### config.mk
export PLATFORM = sky130hd
export DESIGN_NAME = serial_adder
export DESIGN_NICKNAME = d
export VERILOG_FILES = /design/src/rtl/serial_adder.sv
export SDC_FILE = /design/constraint.sdc
export NUM_CORES = 1
export LEC_CHECK = 0
export CORE_ASPECT_RATIO = 0.5
export CORE_MARGIN = 2
export CORE_UTILIZATION = 51
export CTS_CLUSTER_SIZE = 14
export DETAILED_ROUTE_END_ITERATION = 10
export GPL_TIMING_DRIVEN = 0
export MAX_ROUTING_LAYER = met4
export PLACE_DENSITY = 0.81
export REMOVE_ABC_BUFFERS = 1
export SETUP_SLACK_MARGIN = 0.1
export SLEW_MARGIN = 5
export SYNTH_ARGS = -nofsm -noshare
export SYNTH_HDL_FRONTEND = slang
export SYNTH_SLANG_ARGS = --single-unit
### constraint.sdc
create_clock -name clk -period 1.55 [get_ports clk]
set_input_delay 0.31 -clock clk [delete_from_list [all_inputs] [get_ports clk]]
set_output_delay 0.31 -clock clk [all_outputs]
set_load 0.005 [all_outputs]
### src/rtl/serial_adder.sv
// serial_adder
//   Bit-serial unsigned adder. An accepted start loads both operands into
//   shift registers; one bit pair is summed per clock through a full adder
//   (two half adders plus an OR gate). After WIDTH clocks the result is
//   copied to sum/cout and done pulses for one cycle.
//
//   Parameter
//     WIDTH  operand/result width in bits (2..32), default 8
//   Ports
//     clk    clock, rising edge
//     rst_n  asynchronous active-low reset
//     start  begin an addition (accepted in IDLE or DONE, ignored in RUN)
//     a, b   operands, sampled on the accepting edge only
//     busy   high while the addition is in progress
//     done   one-cycle pulse, new result valid
//     sum    registered result of the last completed addition
//     cout   registered carry-out of the last completed addition
//     cin    carry-in, sampled on the accepting edge
//            (present only when SERIAL_ADDER_CIN_EN is defined)
//
//   Compile-time option: SERIAL_ADDER_CIN_EN enables the cin port.
module serial_adder #(
  parameter int unsigned WIDTH = 8
) (
  input  logic             clk,
  input  logic             rst_n,
  input  logic             start,
  input  logic [WIDTH-1:0] a,
  input  logic [WIDTH-1:0] b,
  output logic             busy,
  output logic             done,
  output logic [WIDTH-1:0] sum,
  output logic             cout
`ifdef SERIAL_ADDER_CIN_EN
  ,
  input  logic             cin
`endif
);

  localparam int unsigned CNT_W = $clog2(WIDTH + 1);

  typedef enum logic [1:0] {
    IDLE = 2'd0,
    RUN  = 2'd1,
    DONE = 2'd2
  } state_t;

  state_t           state;
  logic [WIDTH-1:0] a_sr;
  logic [WIDTH-1:0] b_sr;
  logic [WIDTH-1:0] res_sr;
  logic             carry;
  logic [CNT_W-1:0] cnt;
  logic             carry_init;

`ifdef SERIAL_ADDER_CIN_EN
  assign carry_init = cin;
`else
  assign carry_init = 1'b0;
`endif

  // Full adder on the operand LSBs and the carry flip-flop.
  logic ha1_s, ha1_c, ha2_c, fa_s, fa_c;

  always_comb begin
    ha1_s = a_sr[0] ^ b_sr[0];
    ha1_c = a_sr[0] & b_sr[0];
    fa_s  = ha1_s ^ carry;
    ha2_c = ha1_s & carry;
    fa_c  = ha1_c | ha2_c;
  end

  always_ff @(posedge clk or negedge rst_n) begin
    if (!rst_n) begin
      state  <= IDLE;
      a_sr   <= '0;
      b_sr   <= '0;
      res_sr <= '0;
      carry  <= 1'b0;
      cnt    <= '0;
      busy   <= 1'b0;
      done   <= 1'b0;
      sum    <= '0;
      cout   <= 1'b0;
    end else begin
      case (state)
        IDLE, DONE: begin
          done <= 1'b0;
          if (start) begin
            state <= RUN;
            busy  <= 1'b1;
            a_sr  <= a;
            b_sr  <= b;
            carry <= carry_init;
            cnt   <= CNT_W'(WIDTH);
          end else begin
            state <= IDLE;
            busy  <= 1'b0;
          end
        end

        RUN: begin
          a_sr   <= a_sr >> 1;
          b_sr   <= b_sr >> 1;
          res_sr <= {fa_s, res_sr[WIDTH-1:1]};
          carry  <= fa_c;
          cnt    <= cnt - CNT_W'(1);
          // Last bit: the final sum bit is merged directly into the
          // output copy so the result appears on the same edge.
          if (cnt == CNT_W'(1)) begin
            state <= DONE;
            busy  <= 1'b0;
            done  <= 1'b1;
            sum   <= {fa_s, res_sr[WIDTH-1:1]};
            cout  <= fa_c;
          end
        end

        default: begin
          state <= IDLE;
          busy  <= 1'b0;
          done  <= 1'b0;
        end
      endcase
    end
  end

endmodule

# [After elaboration in Yosys (flattened, before gate mapping)]
# Index checks and enable logic that the tools add are counted.
# W data, S select, Z words.
[totals] reg_bits=42 output_inout_bits=11 word_cells=42
[classes] add_sub_neg=1 n_eq_ne=5 muxes=16 bitwise_logic=5 n_reduce_logical=5
[op_table] operator="$pmux W8 S2" count=2
[op_table] operator="$mux W8" count=2
[op_table] operator="$pmux W4 S2" count=1
[op_table] operator="$mux W1" count=6
[op_table] operator="$eq A4 B1 Y1 const B" count=1
[op_table] operator="$mux W4" count=1
[op_table] operator="$ne A2 B2 Y1 const B" count=2
[op_table] operator="$pmux W1 S2" count=2
[op_table] operator="$pmux W2 S2" count=1
[op_table] operator="$reduce_and A2 Y1" count=2
[op_table] operator="$sub A4 B1 Y4 const B" count=1
[op_table] operator="$and A1 B1 Y1" count=2
[op_table] operator="$eq A2 B1 Y1 const B" count=1
[op_table] operator="$eq A2 B2 Y1 const B" count=1
[op_table] operator="$logic_not A2 Y1" count=1
[op_table] operator="$mux W2" count=1
[op_table] operator="$reduce_bool A2 Y1" count=1
[op_table] operator="$reduce_or A2 Y1" count=1
[op_table] operator="$xor A1 B1 Y1" count=2
[op_table] operator="$or A1 B1 Y1" count=1

# [Depth between registers and ports, before layout]
[depth] depth_word=4 depth_mapped=5

# [Worst setup path before layout]
# Ideal clock, no wire load.
[synth_path] path_type="reg2reg" from="reg cnt[1]" to="reg sum[7]" arrival_ns=1.256 path_slack_ns=0.169 path_stages_with_launch=6 synth_period_minus_slack_ns=1.381 cell_sequence="dfrtp_1 inv_1 ha_1 nor3b_4 nand2_4 mux2_4"
[synth_between] elab_chain_cells=2
[synth_rtl] item="start: declaration" line_no="53" source="logic [CNT_W-1:0] cnt;"
[synth_rtl] item="start signal: assignment" line_no="95" source="cnt <= CNT_W'(WIDTH);"
[synth_rtl] item="start signal: assignment" line_no="107" source="cnt <= cnt - CNT_W'(1);"
[synth_rtl] item="$eq A4 B1 Y1" line_no="110" source="if (cnt == CNT_W'(1)) begin"
[synth_rtl] item="$reduce_and A2 Y1 (no source line)"
[synth_rtl] item="end signal: assignment" line_no="114" source="sum <= {fa_s, res_sr[WIDTH-1:1]};"
[synth_rtl] item="end: declaration" line_no="32" source="output logic [WIDTH-1:0] sum,"
# No other way between the ends.
# A chain may end at the register's enable or synchronous reset.

# [Worst setup path after layout]
# Same ends and word-level chain as after synthesis.

==> summary.md <==
| Metric | Value |
|---|---|
| Syn Inst Count | 150 |
| Clk buf depth | 2 |
| Post-synthesis cell type count | 25 |
| Post-CTS Hold Buffers | 0 |
| Final Hold Viols | 0 |
| Cells along the critical path | inv_2, ha_4, nor3b_4, nand2_4, mux2_4 |
| IO Count | 30 |
| Via/cell ratio | 5.432 |
| DRC viols | 1 |
| Sequential area share after synthesis | 58.65% |
| Antenna violations before repair | 0 |
| Final cell count without fillers | 243 |
| Largest net degree at the start of global routing | 41 |
| R2R Path End | sum[7] |
| RSZ-0062 raised after global routing | true |
| Clock power frac | 14.4% |
| Share of cells above drive strength 1 | 25.12% |
| Status | finished with violations |
| Layout Nets | 225 |
| Final min period | 1.483 ns |
| Leak | 0.001264 uW |
| Vias in the first global route | 1209 |
| Mapped Area | 1707 sq um |
| Antenna Diode Count | 0 |
| Port buffer count | 29 |
| Starting Density | 55.04% |
| Logic pwr share | 44.5% |
| Sw Ratio | 35.23% |
| Final core utilization | 74.90% |
| Die H | 44.91 um |
| Tot Pwr | 4471 uW |
| Avg Inst Size Synth | 11.38 sq um |
| Cells after DPL | 209 |
| Hold WC Path Type | in -> async |
| Setup crit end kind | flip-flop |
| CTS sink count | 40 |
| Most frequent cells in the layout | 40 x dfrtp_1, 35 x nand2_1, 25 x buf_4, 17 x clkdlybuf4s50_1, 16 x nand3_1 |
| Yosys reg bits | 40 |
| Drt total wl | 3.720 mm |
| Yosys warns | 0 |
| Max Cap Viol | 0 |
| DRT antenna net count | 0 |
| Peak VDD IR | 0.6293 mV |
| Setup slack, reg-to-reg | 0.07 ns |
| Wire per inst | 15.31 um |
| DP Wirelength | 1.950 mm |
| Core Region | 3100 sq um |
| Vias | 1320 |
| First-pass GRT wire length | 5.602 mm |
| Commonest non-fill, non-tap cell in the layout | dfrtp_1 |
| NetSw | 1575 uW |
| Worst Tran Pin Value | 0.8606 ns |
| Iter 0 DRT Violations | 98 |
| Top delay family on crit path | simple AND/OR/NAND/NOR gates |
| CP Class | reg -> reg |
| Slowest stage delay, CP | 0.39 ns |
| Startpoint Class | flip-flop |
| Clk_lat worst skew | 0.28 ns |
| Fmax | 674.2 MHz |
| Cts bufs inserted | 5 |
| Clock transition at the registers of the reported paths | 0.07 ns |
| Worst Path Arrival | 1.66 ns |
| Row cnt | 14 |
| Int Pwr | 2896 uW |
| Slowest CP cell | dfrtp_1 |
| Violated checks | DRC |
| 1st-pass router iterations | 9 |
| R2R cell count | 5 |
| Seq pwr share | 41.2% |
| Total GRT Usage | 20.52% |
| Req. time, crit path | 1.72 ns |
| CP max FO | 5 |
| Final Max Tran Viols | 0 |
| Chip Width | 85.81 um |
| Tcrit/Tclk final | 95.69% |
| Skew final | 0.002993 ns |
| H-tree levels | 2 |
| Critical R2R Launch | cnt[1] |
| Pwr Density | 1925 nW/um^2 |
| Root buffer cell | clkbuf_8 |
| Final setup violation count | 0 |
| Area Overhead vs Synth | 36.07% |
| Rel. slew slack | 42.63% |
| Gr ovfl total | 0 |
| RD Place Congestion | 0.7495 |
| CTS tree | built |
| Worst path bufs/invs | 1 |
| Die ar. | 3853 sq um |
[flip-flops by register name, indices dropped and copies added, names as in the netlist]
| name | count |
|---|---|
| a_sr | 8 |
| b_sr | 8 |
| sum | 8 |
| res_sr | 7 |
| cnt | 4 |
| state | 2 |
| busy | 1 |
| carry | 1 |
| cout | 1 |
[worst max path at each step]
stage,depth (start not counted),start,slack [ns],to
6_report,5,cnt[1],0.07,sum[7]
5_1_grt,5,cnt[1],0.04,cout
2_1_floorplan,3,state[1],-0.13,cout
3_3_place_gp,4,start,-0.83,carry
3_5_place_dp,4,start,-0.88,a_sr[7]
4_1_cts,4,state[1],0.07,sum[7]
[layout make-up]
class	count	area, sq um
flip-flops and latches	40	1001
fillers	209	778.2
multi-input cells	98	693.2
repair buffers	54	485.5
clock buffers	6	72.57
well taps	40	50.05
inverters	4	15.01
clock inverters	1	5.005
[per-stage QoR]
step                hold WS [ns]  setup TNS, ns  area (sq um)  worst slack (ns)
floorplan                0.01441         -1.156          1657           -0.1284
global placement          0.4580         -44.22          1997           -0.8267
detailed placement        0.4683         -15.95          1992           -0.8830
CTS                       0.1640              0          2206           0.06553
global route              0.2062              0          2322           0.03778
finish                    0.1334              0          2322           0.06686
[power by group through the flow]
stage / Combinational (uW) / Clock [uW] / Sequential, uW
finish: 1990 / 643 / 1840
detailed placement: 1540 / 0 / 1840
CTS: 1770 / 645 / 1820
global placement: 1480 / 0 / 1810
global route: 2190 / 692 / 1880
floorplan: 1000 / 0 / 1780
[metal layers]
metal	GRT usage [%]	up-vias	share of wire, %
met5	-	-	0
met4	7.619	0	1.2
met3	5.484	4	5.7
met2	33.59	40	48
met1	25.24	652	45
li1	-	624	-
[synthesized netlist by cell type]
cell       count  area share (%)
dfrtp_1       40              59
nand2_1       35             7.7
nand3_1       16             4.7
a22oi_1       14             6.2
mux2_4         9             7.9
buf_2          7             2.1
inv_1          4            0.88
a22o_1         3             1.5
o21ai_0        3            0.88
clkbuf_1       2            0.44
ha_1           2             1.5
nand2b_1       2            0.73
a211oi_1       1            0.44
a31oi_1        1            0.37
and2b_1        1            0.44
buf_4          1            0.44
fa_1           1             1.2
nand2_4        1            0.66
nand3b_1       1            0.44
nor2_1         1            0.22
nor2b_1        1            0.37
nor3_1         1            0.29
nor3b_4        1             1.1
o2bb2ai_1      1            0.51
o31ai_1        1            0.44
[worst register-to-register path, delay by kind of cell, from the launching register on]
kind | cells | cell delay, ns
AND/OR/NAND/NOR | 2 | 0.46
flip-flops | 1 | 0.39
multiplexers | 1 | 0.32
adder cells (fa/ha/maj) | 1 | 0.11
buffers and inverters | 1 | 0.08
[timing repair]
action	in CTS	in global routing
setup buffers	13	12
endpoints found under the setup margin	46	47
cloned	2	0
gates resized for setup	13	10
pin swaps	1	2
[kinds of logic after synthesis]
kind of cell	Yosys count	share of synthesized area, %
compound gates	24	10.34
fa+ha+maj	3	2.639
buf+inv	14	3.812
flops	40	58.65
mux	9	7.918
simple gates	60	16.64
No activity file was read; power rests on OpenSTA's default activity.
